## src/rtl/kb_scr_term_if.sv

```systemverilog
// kb_scr_term_if: key source, device-driver link and screen sink signals of the terminal endpoint.
// The slave modport is the endpoint's view; master is the surrounding system's view.
interface kb_scr_term_if;
    logic [7:0] key_data;
    logic       key_valid;
    logic       key_ready;
    logic [7:0] dev_data_o;
    logic [1:0] dev_ctrl_o;
    logic [7:0] dev_data_i;
    logic [1:0] dev_ctrl_i;
    logic [7:0] scr_data;
    logic       scr_valid;
    logic       scr_ready;
    modport slave (
        input  key_data, key_valid, dev_data_i, dev_ctrl_i, scr_ready,
        output key_ready, dev_data_o, dev_ctrl_o, scr_data, scr_valid
    );
    modport master (
        output key_data, key_valid, dev_data_i, dev_ctrl_i, scr_ready,
        input  key_ready, dev_data_o, dev_ctrl_o, scr_data, scr_valid
    );
endinterface

```

## src/rtl/kb_scr_term.sv

```systemverilog
// kb_scr_term: terminal endpoint of the keyboard/screen link; feeds buffered keystrokes to the
// driver's write port and buffers de-inverted screen bytes from its read port for a display sink.
module kb_scr_term_fifo #(
    parameter int DEPTH = 8
) (
    input  logic                    clk,
    input  logic                    rst_n,
    input  logic                    i_push,
    input  logic [7:0]              i_data,
    input  logic                    i_pop,
    output logic [7:0]              o_data,
    output logic [$clog2(DEPTH):0]  o_count
);
    localparam int AW = $clog2(DEPTH);
    localparam logic [AW:0] FULL = DEPTH[AW:0];
    logic [7:0]    r_mem [DEPTH];
    logic [AW-1:0] r_wr;
    logic [AW-1:0] r_rd;
    logic [AW:0]   r_cnt;
    logic          w_push;
    logic          w_pop;
    assign w_push  = i_push & (r_cnt != FULL);
    assign w_pop   = i_pop & (r_cnt != '0);
    assign o_data  = (r_cnt == '0) ? 8'h00 : r_mem[r_rd];
    assign o_count = r_cnt;
    always_ff @(posedge clk) begin
        if (w_push) r_mem[r_wr] <= i_data;
    end
    always_ff @(posedge clk) begin
        if (!rst_n) begin
            r_wr  <= '0;
            r_rd  <= '0;
            r_cnt <= '0;
        end else begin
            if (w_push) r_wr <= r_wr + 1'b1;
            if (w_pop) r_rd <= r_rd + 1'b1;
            r_cnt <= r_cnt + {{AW{1'b0}}, w_push} - {{AW{1'b0}}, w_pop};
        end
    end
endmodule

module kb_scr_term #(
    parameter int KB_DEPTH    = 8,
    parameter int SCR_DEPTH   = 8,
    parameter int ACK_TIMEOUT = 255,
    parameter int GAP_CYC     = 2
) (
    input  logic          clk,
    input  logic          rst_n,
    kb_scr_term_if.slave  bus,
    output logic          kb_timeout,
    output logic [3:0]    kb_level
);
    localparam int KW = $clog2(KB_DEPTH);
    localparam int SW = $clog2(SCR_DEPTH);
    localparam logic [KW:0] KB_FULL  = KB_DEPTH[KW:0];
    localparam logic [SW:0] SCR_FULL = SCR_DEPTH[SW:0];
    localparam logic [7:0]  TO_LAST  = 8'(ACK_TIMEOUT - 1);
    localparam logic [7:0]  GAP_LAST = 8'(GAP_CYC - 1);

    typedef enum logic [1:0] {K_IDLE, K_DRIVE, K_WAIT, K_GAP} k_state_t;
    typedef enum logic {S_IDLE, S_ACK} s_state_t;

    k_state_t    r_kst, w_kst_nxt;
    s_state_t    r_sst, w_sst_nxt;
    logic        r_we, w_we_nxt;
    logic [7:0]  r_kdat, w_kdat_nxt;
    logic [7:0]  r_tcnt, w_tcnt_nxt;
    logic [7:0]  r_gcnt, w_gcnt_nxt;
    logic        r_timeout;
    logic        r_rok, w_rok_nxt;
    logic        w_to_set;
    logic        w_kb_push, w_kb_pop;
    logic        w_scr_push, w_scr_pop;
    logic        w_kb_full, w_kb_empty, w_scr_full, w_scr_empty;
    logic [7:0]  w_kb_head, w_scr_head;
    logic [KW:0] w_kb_cnt;
    logic [SW:0] w_scr_cnt;
    logic        w_write_ok_n;
    logic        w_read_en_n;

    assign w_read_en_n  = bus.dev_ctrl_i[1];
    assign w_write_ok_n = bus.dev_ctrl_i[0];
    assign w_kb_full    = w_kb_cnt == KB_FULL;
    assign w_kb_empty   = w_kb_cnt == '0;
    assign w_scr_full   = w_scr_cnt == SCR_FULL;
    assign w_scr_empty  = w_scr_cnt == '0;
    // key_ready is forced low while reset is asserted, not just after the first reset edge
    assign bus.key_ready = rst_n & ~w_kb_full;
    assign w_kb_push     = bus.key_valid & bus.key_ready;
    assign w_scr_pop     = ~w_scr_empty & bus.scr_ready;
    assign bus.dev_data_o = r_kdat;
    assign bus.dev_ctrl_o = {r_we, r_rok};
    assign bus.scr_data   = w_scr_head;
    assign bus.scr_valid  = ~w_scr_empty;
    assign kb_timeout     = r_timeout;
    assign kb_level       = (32'(w_kb_cnt) > 32'd15) ? 4'd15 : 4'(w_kb_cnt);

    kb_scr_term_fifo #(.DEPTH(KB_DEPTH)) u_kb_fifo (
        .clk     (clk),
        .rst_n   (rst_n),
        .i_push  (w_kb_push),
        .i_data  (bus.key_data),
        .i_pop   (w_kb_pop),
        .o_data  (w_kb_head),
        .o_count (w_kb_cnt)
    );

    kb_scr_term_fifo #(.DEPTH(SCR_DEPTH)) u_scr_fifo (
        .clk     (clk),
        .rst_n   (rst_n),
        .i_push  (w_scr_push),
        .i_data  (~bus.dev_data_i),
        .i_pop   (w_scr_pop),
        .o_data  (w_scr_head),
        .o_count (w_scr_cnt)
    );

    // The head stays in the FIFO until the driver acks or the wait times out.
    always_comb begin
        w_kst_nxt  = r_kst;
        w_we_nxt   = r_we;
        w_kdat_nxt = r_kdat;
        w_tcnt_nxt = r_tcnt;
        w_gcnt_nxt = r_gcnt;
        w_kb_pop   = 1'b0;
        w_to_set   = 1'b0;
        case (r_kst)
            K_IDLE: begin
                if (!w_kb_empty) begin
                    w_kst_nxt  = K_DRIVE;
                    w_kdat_nxt = w_kb_head;
                end
            end
            K_DRIVE: begin
                w_we_nxt   = 1'b1;
                w_tcnt_nxt = 8'd0;
                w_kst_nxt  = K_WAIT;
            end
            K_WAIT: begin
                if (!w_write_ok_n || r_tcnt == TO_LAST) begin
                    w_kb_pop   = 1'b1;
                    w_to_set   = w_write_ok_n;
                    w_we_nxt   = 1'b0;
                    w_gcnt_nxt = 8'd0;
                    w_kst_nxt  = K_GAP;
                end else begin
                    w_tcnt_nxt = r_tcnt + 8'd1;
                end
            end
            K_GAP: begin
                w_kst_nxt  = (r_gcnt == GAP_LAST) ? K_IDLE : K_GAP;
                w_gcnt_nxt = r_gcnt + 8'd1;
            end
            default: w_kst_nxt = K_IDLE;
        endcase
    end

    always_comb begin
        w_sst_nxt  = r_sst;
        w_rok_nxt  = r_rok;
        w_scr_push = 1'b0;
        case (r_sst)
            S_IDLE: begin
                if (!w_read_en_n && !w_scr_full) begin
                    w_scr_push = 1'b1;
                    w_rok_nxt  = 1'b1;
                    w_sst_nxt  = S_ACK;
                end
            end
            S_ACK: begin
                if (w_read_en_n) begin
                    w_rok_nxt = 1'b0;
                    w_sst_nxt = S_IDLE;
                end
            end
            default: w_sst_nxt = S_IDLE;
        endcase
    end

    always_ff @(posedge clk) begin
        if (!rst_n) begin
            r_kst     <= K_IDLE;
            r_we      <= 1'b0;
            r_kdat    <= 8'h00;
            r_tcnt    <= 8'd0;
            r_gcnt    <= 8'd0;
            r_timeout <= 1'b0;
            r_sst     <= S_IDLE;
            r_rok     <= 1'b0;
        end else begin
            r_kst     <= w_kst_nxt;
            r_we      <= w_we_nxt;
            r_kdat    <= w_kdat_nxt;
            r_tcnt    <= w_tcnt_nxt;
            r_gcnt    <= w_gcnt_nxt;
            r_timeout <= r_timeout | w_to_set;
            r_sst     <= w_sst_nxt;
            r_rok     <= w_rok_nxt;
        end
    end
endmodule

```

## src/flat_wrapper.sv

```systemverilog
// flat-port wrapper written by rule: the top's interface ports become plain ports
module kb_scr_term_flat 
#(
    parameter int KB_DEPTH    = 8,
    parameter int SCR_DEPTH   = 8,
    parameter int ACK_TIMEOUT = 255,
    parameter int GAP_CYC     = 2
)
  (clk, rst_n, kb_timeout, kb_level, bus_key_data, bus_key_valid, bus_dev_data_i, bus_dev_ctrl_i, bus_scr_ready, bus_key_ready, bus_dev_data_o, bus_dev_ctrl_o, bus_scr_data, bus_scr_valid);
  kb_scr_term_if bus_i ();
  input  logic clk;
  input  logic rst_n;
  output logic kb_timeout;
  output logic [3:0] kb_level;
  input wire logic [$bits(bus_i.key_data)-1:0] bus_key_data;
  input wire logic [$bits(bus_i.key_valid)-1:0] bus_key_valid;
  input wire logic [$bits(bus_i.dev_data_i)-1:0] bus_dev_data_i;
  input wire logic [$bits(bus_i.dev_ctrl_i)-1:0] bus_dev_ctrl_i;
  input wire logic [$bits(bus_i.scr_ready)-1:0] bus_scr_ready;
  output wire logic [$bits(bus_i.key_ready)-1:0] bus_key_ready;
  output wire logic [$bits(bus_i.dev_data_o)-1:0] bus_dev_data_o;
  output wire logic [$bits(bus_i.dev_ctrl_o)-1:0] bus_dev_ctrl_o;
  output wire logic [$bits(bus_i.scr_data)-1:0] bus_scr_data;
  output wire logic [$bits(bus_i.scr_valid)-1:0] bus_scr_valid;
  assign bus_i.key_data = bus_key_data;
  assign bus_i.key_valid = bus_key_valid;
  assign bus_i.dev_data_i = bus_dev_data_i;
  assign bus_i.dev_ctrl_i = bus_dev_ctrl_i;
  assign bus_i.scr_ready = bus_scr_ready;
  assign bus_key_ready = bus_i.key_ready;
  assign bus_dev_data_o = bus_i.dev_data_o;
  assign bus_dev_ctrl_o = bus_i.dev_ctrl_o;
  assign bus_scr_data = bus_i.scr_data;
  assign bus_scr_valid = bus_i.scr_valid;
  kb_scr_term #(.KB_DEPTH(KB_DEPTH), .SCR_DEPTH(SCR_DEPTH), .ACK_TIMEOUT(ACK_TIMEOUT), .GAP_CYC(GAP_CYC)) u_core (.clk(clk), .rst_n(rst_n), .bus(bus_i), .kb_timeout(kb_timeout), .kb_level(kb_level));
endmodule
```

## config.mk

```make
export PLATFORM = sky130hd
export DESIGN_NAME = kb_scr_term_flat
export DESIGN_NICKNAME = d
export VERILOG_FILES = /design/src/rtl/kb_scr_term_if.sv /design/src/rtl/kb_scr_term.sv /design/src/flat_wrapper.sv
export SDC_FILE = /design/constraint.sdc
export NUM_CORES = 1
export LEC_CHECK = 0
export ABC_AREA = 1
export CAP_MARGIN = 20
export CORE_ASPECT_RATIO = 1.2
export CORE_MARGIN = 2
export CORE_UTILIZATION = 50
export DETAILED_ROUTE_END_ITERATION = 8
export MAX_ROUTING_LAYER = met4
export PLACE_DENSITY = 0.69
export SLEW_MARGIN = 20
export SYNTH_ARGS = -nofsm -noshare
export SYNTH_HDL_FRONTEND = slang
export SYNTH_SLANG_ARGS = --single-unit
```

## constraint.sdc

```tcl
create_clock -name clk -period 6.9 [get_ports clk]
set_clock_uncertainty 0.2 [all_clocks]
set_input_delay 1.725 -clock clk [delete_from_list [all_inputs] [get_ports clk]]
set_output_delay 1.725 -clock clk [all_outputs]
set_load 0.03 [all_outputs]
```

==> flow_metrics.py, run 1 <==
metrics = {
    "global_routing": {
        "groute.usage.overall": 0.205,
        "first_pass_grt_wire_length_microns": 25800,
        "grt-ovfl-total": 0,
        "grt_max_degree": 35,
        "antenna_violations_before_repair": 0,
        "first_global_vias": 5301,
    },
    "route": {
        "vias": 5517,
        "route.detailed.wl_per_inst_microns": 14.5,
        "vias_per_cell": 5.05,
        "ant_nets": 0,
        "detailedRoute.firstPassIterationCount": 4,
        "routed_wl_microns": 15800,
        "drc_errors": 0,
        "drtIter0Drc": 304,
    },
    "critical_path": {
        "cpLargestDelayFamily": "buffers and inverters",
        "crit_buf_inv": 4,
        "timing.critical_path.cells": "clkdlybuf4s50_1 -> buf_4 -> inv_1 -> a31oi_1 -> clkdlybuf4s50_1",
        "worstPathMaxFanout": 20,
        "reg2reg_depth": 11,
        "timing.critical_path.to_type": "primary output",
        "most_repeated_library_cell_on_the_critical_path": "sky130_fd_sc_hd__clkdlybuf4s50_1",
        "timing.critical_path.slowest_cell_delay_ns": 0.69,
        "worst_path_max_delay_cell": "sky130_fd_sc_hd__clkdlybuf4s50_1",
        "worstPathArrival_ns": 3.32,
        "worstSetupPathDepth": 5,
        "required_ns": 4.97,
        "timing.setup.critical_path_class": "in2out",
        "crit_path_start_kind": "input port",
    },
    "place": {
        "globalplace.congestion": 0.801,
        "placedInstanceArea_sq_mm": 0.00862,
        "dpl.cell_count": 1061,
        "place_ws_ns": 1.64,
        "hpwlAfterDp_microns": 10000,
        "io_buffers": 46,
    },
    "clocking": {
        "postCtsSetupBuffers": 0,
        "tritoncts": "yes",
        "clock_tree.buffer_depth": 2,
        "cts_hold_buffers": 0,
        "clock_transition_time_at_the_flip_flop_clock_pins_of_the_worst_setup_and_hold_paths_ns": 0.07,
        "insertion_delay_ns": 0.43,
        "cts-htree-levels": 4,
        "ctsRootBufferMaster": "sky130_fd_sc_hd__clkbuf_16",
        "clock_sinks": 181,
        "cts_repair_resize_count": 0,
        "tritoncts.num_buffers": 17,
    },
    "finish": {
        "area_of_all_placed_cells_without_fillers_sq_mm": 0.00918,
        "finish.net_count": 916,
        "utilization": 0.589,
        "final_instance_count_without_filler_cells": 1093,
        "antenna_cells": 0,
        "layout-area-overhead-vs-synth_pct": 15.2,
        "drive_gt1_frac": 0.0757,
    },
    "synthesis": {
        "most_used_flip_flop_cell_after_synthesis": "sky130_fd_sc_hd__edfxtp_1",
        "synth.distinct_cells": 33,
        "syn_inst": 827,
        "synth_compound_gate_area_share": 0.0678,
        "post_synth_xor_area_fraction": 0.00440,
        "share_of_async_settable_or_async_resettable_flops_after_synthesis": 0,
        "synth_fp_nets": 871,
        "synth.mux.area_fraction": 0,
        "synth-edff-count": 128,
        "synth_seq_area_share": 0.616,
        "number_of_flip_flops_and_latches_in_the_synthesized_netlist": 181,
        "synthesized_area_divided_by_synthesized_cell_count_sq_um": 9.63,
        "post_synthesis_cell_area_sq_mm": 0.00797,
        "yosysWarningCount": 0,
        "synth-adder-area-share": 0.0364,
        "synth_simple_gate_area_frac": 0.201,
        "synth_top_family_by_area": "simple AND/OR/NAND/NOR gates",
    },
    "floorplanning": {
        "design.portCount": 47,
        "initial_utilization": 0.511,
        "fp.dieW_microns": 119,
        "std_cell_rows": 50,
        "dieArea_sq_mm": 0.0170,
        "floorplan.die.height_microns": 142,
        "core-area_sq_mm": 0.0156,
    },
    "sta": {
        "final_worst_path_period_share": 0.760,
        "fin_ws_ns": 1.66,
        "timing.fmax_ghz": 0.191,
        "unrepaired_setup_endpoints_after_global_routing": "false",
        "maxSlewViolCount": 0,
        "tightestPinTransition_ns": 0.948,
        "hold_viol_final": 0,
        "worst_slew_slack_as_a_fraction_of_its_limit": 0.365,
        "setup-violations-final": 0,
        "fin_tns_setup_ns": 0,
        "finalCriticalPeriod_ns": 5.24,
        "final.hold.worst_slack_ns": 0.261,
    },
    "pwr": {
        "part_of_the_power_in_combinational_logic": 0.284,
        "p_int_mw": 2.07,
        "vdd_ir_drop_max_mv": 0.176,
        "netSwitchingFraction": 0.339,
        "power_per_cell_area_mw_per_mm2": 341,
        "fin_total_pwr_mw": 3.13,
        "seq_power_share": 0.424,
        "p_leak_nw": 3.63,
        "pwr-share-clk": 0.292,
        "power.net_switching_mw": 1.06,
    },
    "run": {
        "cap_viol_max_count": 0,
    },
    "min_path": {
        "hold_path_depth": 1,
        "hold_path_class": "reg2reg",
    },
    "run_status": {
        "status": "complete, no violations",
    },
}
-- layer usage --
metal	GRT usage	wire [microns]	vias to the layer above
li1	-	-	2812
met1	0.233	6630	2561
met2	0.357	8300	126
met3	0.0413	681	18
met4	0.0789	200	0
met5	-	0	-
-- path summary, 6_finish.rpt --
kind                                    start                           to  slack (ns)
hold reg to reg                  u_core.r_sst                 u_core.r_rok        0.26
hold / removal                   u_core.r_sst                 u_core.r_rok        0.26
setup reg to reg  u_core.u_kb_fifo.o_count[2]  u_core.u_kb_fifo.o_count[2]        4.23
setup / recovery                        rst_n                bus_key_ready        1.66
-- worst register-to-register path, cell delays in order, from the launching register on --
cell	delay, ns
sky130_fd_sc_hd__dfxtp_1	0.32
sky130_fd_sc_hd__inv_1	0.07
sky130_fd_sc_hd__ha_1	0.22
sky130_fd_sc_hd__nand3_1	0.10
sky130_fd_sc_hd__nand3_1	0.37
sky130_fd_sc_hd__ha_1	0.44
sky130_fd_sc_hd__inv_1	0.06
sky130_fd_sc_hd__ha_1	0.14
sky130_fd_sc_hd__inv_1	0.06
sky130_fd_sc_hd__fa_1	0.37
sky130_fd_sc_hd__xor2_1	0.15
sky130_fd_sc_hd__nor2_1	0.05
-- cell families after synthesis --
logic type	after synthesis
AO/OA/AOI/OAI	104
buffers and inverters	146
AND/OR/NAND/NOR	370
flip-flops	181
adder cells (fa/ha/maj)	22
XOR/XNOR	4
-- placed cells by master (no fill, tap or decap), types with 4 or more instances in the layout --
cell,n
sky130_fd_sc_hd__inv_1,112
sky130_fd_sc_hd__o21ai_1,4
sky130_fd_sc_hd__nand2_4,5
sky130_fd_sc_hd__a21oi_1,29
sky130_fd_sc_hd__nand3_1,74
sky130_fd_sc_hd__clkinvlp_4,5
sky130_fd_sc_hd__a211oi_1,4
sky130_fd_sc_hd__dfxtp_1,52
sky130_fd_sc_hd__ha_1,20
sky130_fd_sc_hd__clkdlybuf4s50_1,46
sky130_fd_sc_hd__nor3_1,9
sky130_fd_sc_hd__nand2_1,154
sky130_fd_sc_hd__edfxtp_1,128
sky130_fd_sc_hd__buf_4,10
sky130_fd_sc_hd__clkbuf_16,17
sky130_fd_sc_hd__o21ai_0,63
sky130_fd_sc_hd__xor2_1,4
sky130_fd_sc_hd__nor2_1,106
-- registers in the layout, summed over array words and instances, names as in the netlist, 2 cells and up, named ones only --
name	flops
u_core.u_kb_fifo.r_mem	64
u_core.u_scr_fifo.r_mem	64
u_core.bus.dev_data_o	8
u_core.r_gcnt	8
u_core.r_tcnt	8
u_core.u_kb_fifo.o_count	4
u_core.u_scr_fifo.o_count	4
u_core.u_kb_fifo.r_rd	3
u_core.u_kb_fifo.r_wr	3
u_core.u_scr_fifo.r_rd	3
u_core.u_scr_fifo.r_wr	3
u_core.r_kst	2
-- final cells by class --
cell class              count  area, sq um
clock inverters            14          130
clock buffers              18          429
fillers                  1284         6400
inverters                 116          435
repair buffers             56          536
well taps                 208          260
flip-flops and latches    181         4910
multi-input cells         500         2480
-- power groups by stage --
stage               clock network (mW)  logic (mW)  registers (mW)
floorplan                            0       0.575            1.37
global placement                     0       0.884            1.35
detailed placement                   0       0.897            1.35
CTS                              0.925       0.902            1.33
global route                     0.971        1.00            1.34
finish                           0.912       0.889            1.33
-- synthesized netlist by cell type (3+ instances only) --
| library cell | number | area share |
|---|---|---|
| sky130_fd_sc_hd__ha_1 | 20 | 0.031 |
| sky130_fd_sc_hd__o21ai_0 | 63 | 0.040 |
| sky130_fd_sc_hd__inv_2 | 3 | 0.0014 |
| sky130_fd_sc_hd__xor2_1 | 4 | 0.0044 |
| sky130_fd_sc_hd__nor3_1 | 11 | 0.0069 |
| sky130_fd_sc_hd__nor2_2 | 3 | 0.0024 |
| sky130_fd_sc_hd__a211oi_1 | 4 | 0.0038 |
| sky130_fd_sc_hd__inv_1 | 112 | 0.053 |
| sky130_fd_sc_hd__nand2_1 | 154 | 0.073 |
| sky130_fd_sc_hd__clkbuf_1 | 6 | 0.0028 |
| sky130_fd_sc_hd__a21oi_1 | 29 | 0.018 |
| sky130_fd_sc_hd__nor2_1 | 106 | 0.050 |
| sky130_fd_sc_hd__nor4_1 | 3 | 0.0024 |
| sky130_fd_sc_hd__nand3_2 | 3 | 0.0038 |
| sky130_fd_sc_hd__buf_4 | 6 | 0.0057 |
| sky130_fd_sc_hd__edfxtp_1 | 128 | 0.48 |
| sky130_fd_sc_hd__dfxtp_1 | 53 | 0.13 |
| sky130_fd_sc_hd__o21ai_1 | 4 | 0.0025 |
| sky130_fd_sc_hd__nand2_2 | 3 | 0.0024 |
| sky130_fd_sc_hd__nand3_1 | 74 | 0.046 |
| sky130_fd_sc_hd__buf_2 | 16 | 0.010 |
| sky130_fd_sc_hd__nand4_1 | 3 | 0.0024 |
| sky130_fd_sc_hd__nand2_4 | 5 | 0.0071 |
Power figures use the tool's default switching activity.
==> run 2: changes to the inputs <==
PLACE_DENSITY = 0.71   (was 0.69)
clock period = 4.6 ns   (was 6.9 ns; I/O delays follow)
==> run 2 against run 1 <==
  * Cell area rose by 0.74%
  * Sequential power grew 49%
  * First-iteration DRC count increased by 6.6%
  * Highest routed layer unchanged
  * Die area unchanged
  * Global-route usage down 0.075 points
  * Routed wire length down 0.28%
  * Setup slack lost 1.0 ns
  * Critical path type is now reg2out
  * Clock-buffer cell count down 1
  * Sequential cell count stayed put
  * Final cell count up 0.46%
  * Clock power increased by 60%
==> flow_metrics.py, run 2 (synthesis gave the netlist of run 1 again) <==
metrics = {
    "floorplanning": {
        "fp.dieW_microns": 119,
        "dieArea_sq_mm": 0.0170,
        "floorplan.die.height_microns": 142,
        "core-area_sq_mm": 0.0156,
        "initial_utilization": 0.511,
        "design.portCount": 47,
        "std_cell_rows": 50,
    },
    "finish": {
        "drive_gt1_frac": 0.0798,
        "layout-area-overhead-vs-synth_pct": 16.0,
        "most-common-layout-cells": "sky130_fd_sc_hd__nand2_1, sky130_fd_sc_hd__edfxtp_1, sky130_fd_sc_hd__inv_1",
        "nFillCells": 1319,
        "antenna_cells": 0,
        "leading_cell_type_in_the_layout_fill_and_taps_excluded": "sky130_fd_sc_hd__nand2_1",
        "largestRegisters": "u_core.u_kb_fifo.r_mem x64, u_core.u_scr_fifo.r_mem x64",
        "finish.net_count": 921,
        "final_instance_count_without_filler_cells": 1098,
    },
    "pwr": {
        "power_per_cell_area_mw_per_mm2": 517,
        "seq_power_share": 0.414,
        "p_int_mw": 3.14,
        "pwr-share-clk": 0.306,
        "p_leak_nw": 3.69,
        "fin_total_pwr_mw": 4.78,
        "netSwitchingFraction": 0.344,
        "part_of_the_power_in_combinational_logic": 0.280,
        "vdd_ir_drop_max_mv": 0.323,
        "power.net_switching_mw": 1.64,
    },
    "clocking": {
        "cts-htree-levels": 4,
        "ctsRootBufferMaster": "sky130_fd_sc_hd__clkbuf_16",
        "clock_tree.buffer_depth": 2,
        "postCtsSetupBuffers": 0,
        "insertion_delay_ns": 0.44,
        "tritoncts": "yes",
        "tritoncts.num_buffers": 17,
        "clock_sinks": 181,
        "clock_transition_time_at_the_flip_flop_clock_pins_of_the_worst_setup_and_hold_paths_ns": 0.07,
        "cts_hold_buffers": 0,
        "cts_repair_resize_count": 0,
    },
    "route": {
        "routed_wl_microns": 15800,
        "drc_errors": 0,
        "detailedRoute.firstPassIterationCount": 6,
        "vias": 5551,
        "ant_nets": 0,
        "route.detailed.wl_per_inst_microns": 14.4,
        "drtIter0Drc": 324,
        "vias_per_cell": 5.06,
    },
    "place": {
        "dpl.cell_count": 1066,
        "io_buffers": 46,
        "place_ws_ns": 0.905,
        "globalplace.congestion": 0.783,
        "hpwlAfterDp_microns": 10300,
    },
    "global_routing": {
        "first_pass_grt_wire_length_microns": 25900,
        "antenna_violations_before_repair": 0,
        "global_route.usage.met3": 0.0413,
        "first_global_vias": 5266,
        "grt-ovfl-total": 0,
        "met1_usage": 0.235,
        "use_met2": 0.349,
        "most_crowded_layer_after_global_routing": "met2",
        "groute.usage.overall": 0.204,
        "grt_max_degree": 35,
    },
    "sta": {
        "hold_viol_final": 0,
        "timing.fmax_ghz": 0.251,
        "final.hold.worst_slack_ns": 0.265,
        "worst_slew_slack_as_a_fraction_of_its_limit": 0.348,
        "maxSlewViolCount": 0,
        "tightestPinTransition_ns": 0.974,
        "setup-violations-final": 0,
        "fin_ws_ns": 0.620,
        "fin_tns_setup_ns": 0,
        "final_worst_path_period_share": 0.865,
        "unrepaired_setup_endpoints_after_global_routing": "false",
        "finalCriticalPeriod_ns": 3.98,
    },
    "run_status": {
        "status": "complete, no violations",
    },
    "min_path": {
        "hold_path_class": "reg2reg",
    },
    "critical_path": {
        "worstPathArrival_ns": 2.63,
        "timing.critical_path.slowest_cell_delay_ns": 0.70,
        "crit_path_start_kind": "register",
        "required_ns": 3.25,
        "worst_path_max_delay_cell": "sky130_fd_sc_hd__clkdlybuf4s50_1",
        "worst-r2r-setup-slack_ns": 2.01,
        "timing.critical_path.cells": "inv_2 -> nor2_1 -> o21ai_0 -> nor2_1 -> nor2_1 -> clkdlybuf4s50_1",
        "timing.critical_path.to_type": "primary output",
        "timing.setup.critical_path_class": "reg2out",
        "worstPathMaxFanout": 32,
        "most_repeated_library_cell_on_the_critical_path": "sky130_fd_sc_hd__nor2_1",
    },
    "run": {
        "cap_viol_max_count": 0,
    },
}
-- run 2: metrics by stage --
step / instance area, sq um / utilization
after floorplan: 7970 / -
after global placement: 8640 / 0.555
after detailed placement: 8640 / 0.555
after CTS: 9240 / 0.593
after global routing: 9240 / 0.593
final: 9240 / 0.593
-- run 2: power groups by stage --
stage | sequential (mW) | clock (mW) | combinational, mW
2_1_floorplan | 2.05 | 0 | 0.862
3_3_place_gp | 2.01 | 0 | 1.32
3_5_place_dp | 2.02 | 0 | 1.35
4_1_cts | 1.98 | 1.49 | 1.35
5_1_grt | 2.00 | 1.55 | 1.50
6_report | 1.98 | 1.46 | 1.34
-- run 2: final timing paths --
check | start | endpoint | depth (start not counted)
max | register | bus_scr_data[3] | 6
min | u_core.u_scr_fifo.r_rd[2] | u_core.u_scr_fifo.r_rd[2] | 2
max reg2reg | u_core.u_scr_fifo.o_count[2] | u_core.u_scr_fifo.o_count[2] | 12
min reg2reg | u_core.u_scr_fifo.r_rd[2] | u_core.u_scr_fifo.r_rd[2] | 2
-- run 2: layout make-up --
cell class	count	area (sq um)	share of cell area
sequential	181	4900	0.531
clock inverter	15	178	0.0192
clock buffer	17	425	0.0460
tap	208	260	0.0282
inverter	116	435	0.0471
timing repair buffer	61	571	0.0617
multi-input combinational	500	2470	0.267
-- run 2: layer usage --
| metal | part of all wire | up-vias | routed length [microns] |
|---|---|---|---|
| met5 | 0 | - | 0 |
| met4 | 0.022 | 0 | 350 |
| met3 | 0.038 | 26 | 600 |
| met2 | 0.52 | 116 | 8140 |
| met1 | 0.42 | 2581 | 6680 |
| li1 | - | 2828 | - |
-- run 2: critical path, delay by kind of cell (launching register included) --
| kind | cells | cell delay [ns] |
|---|---|---|
| AOI/OAI and AO/OA | 1 | 0.22 |
| DFF | 1 | 0.47 |
| buffers and inverters | 2 | 1.16 |
| and+or+nand+nor | 3 | 0.32 |
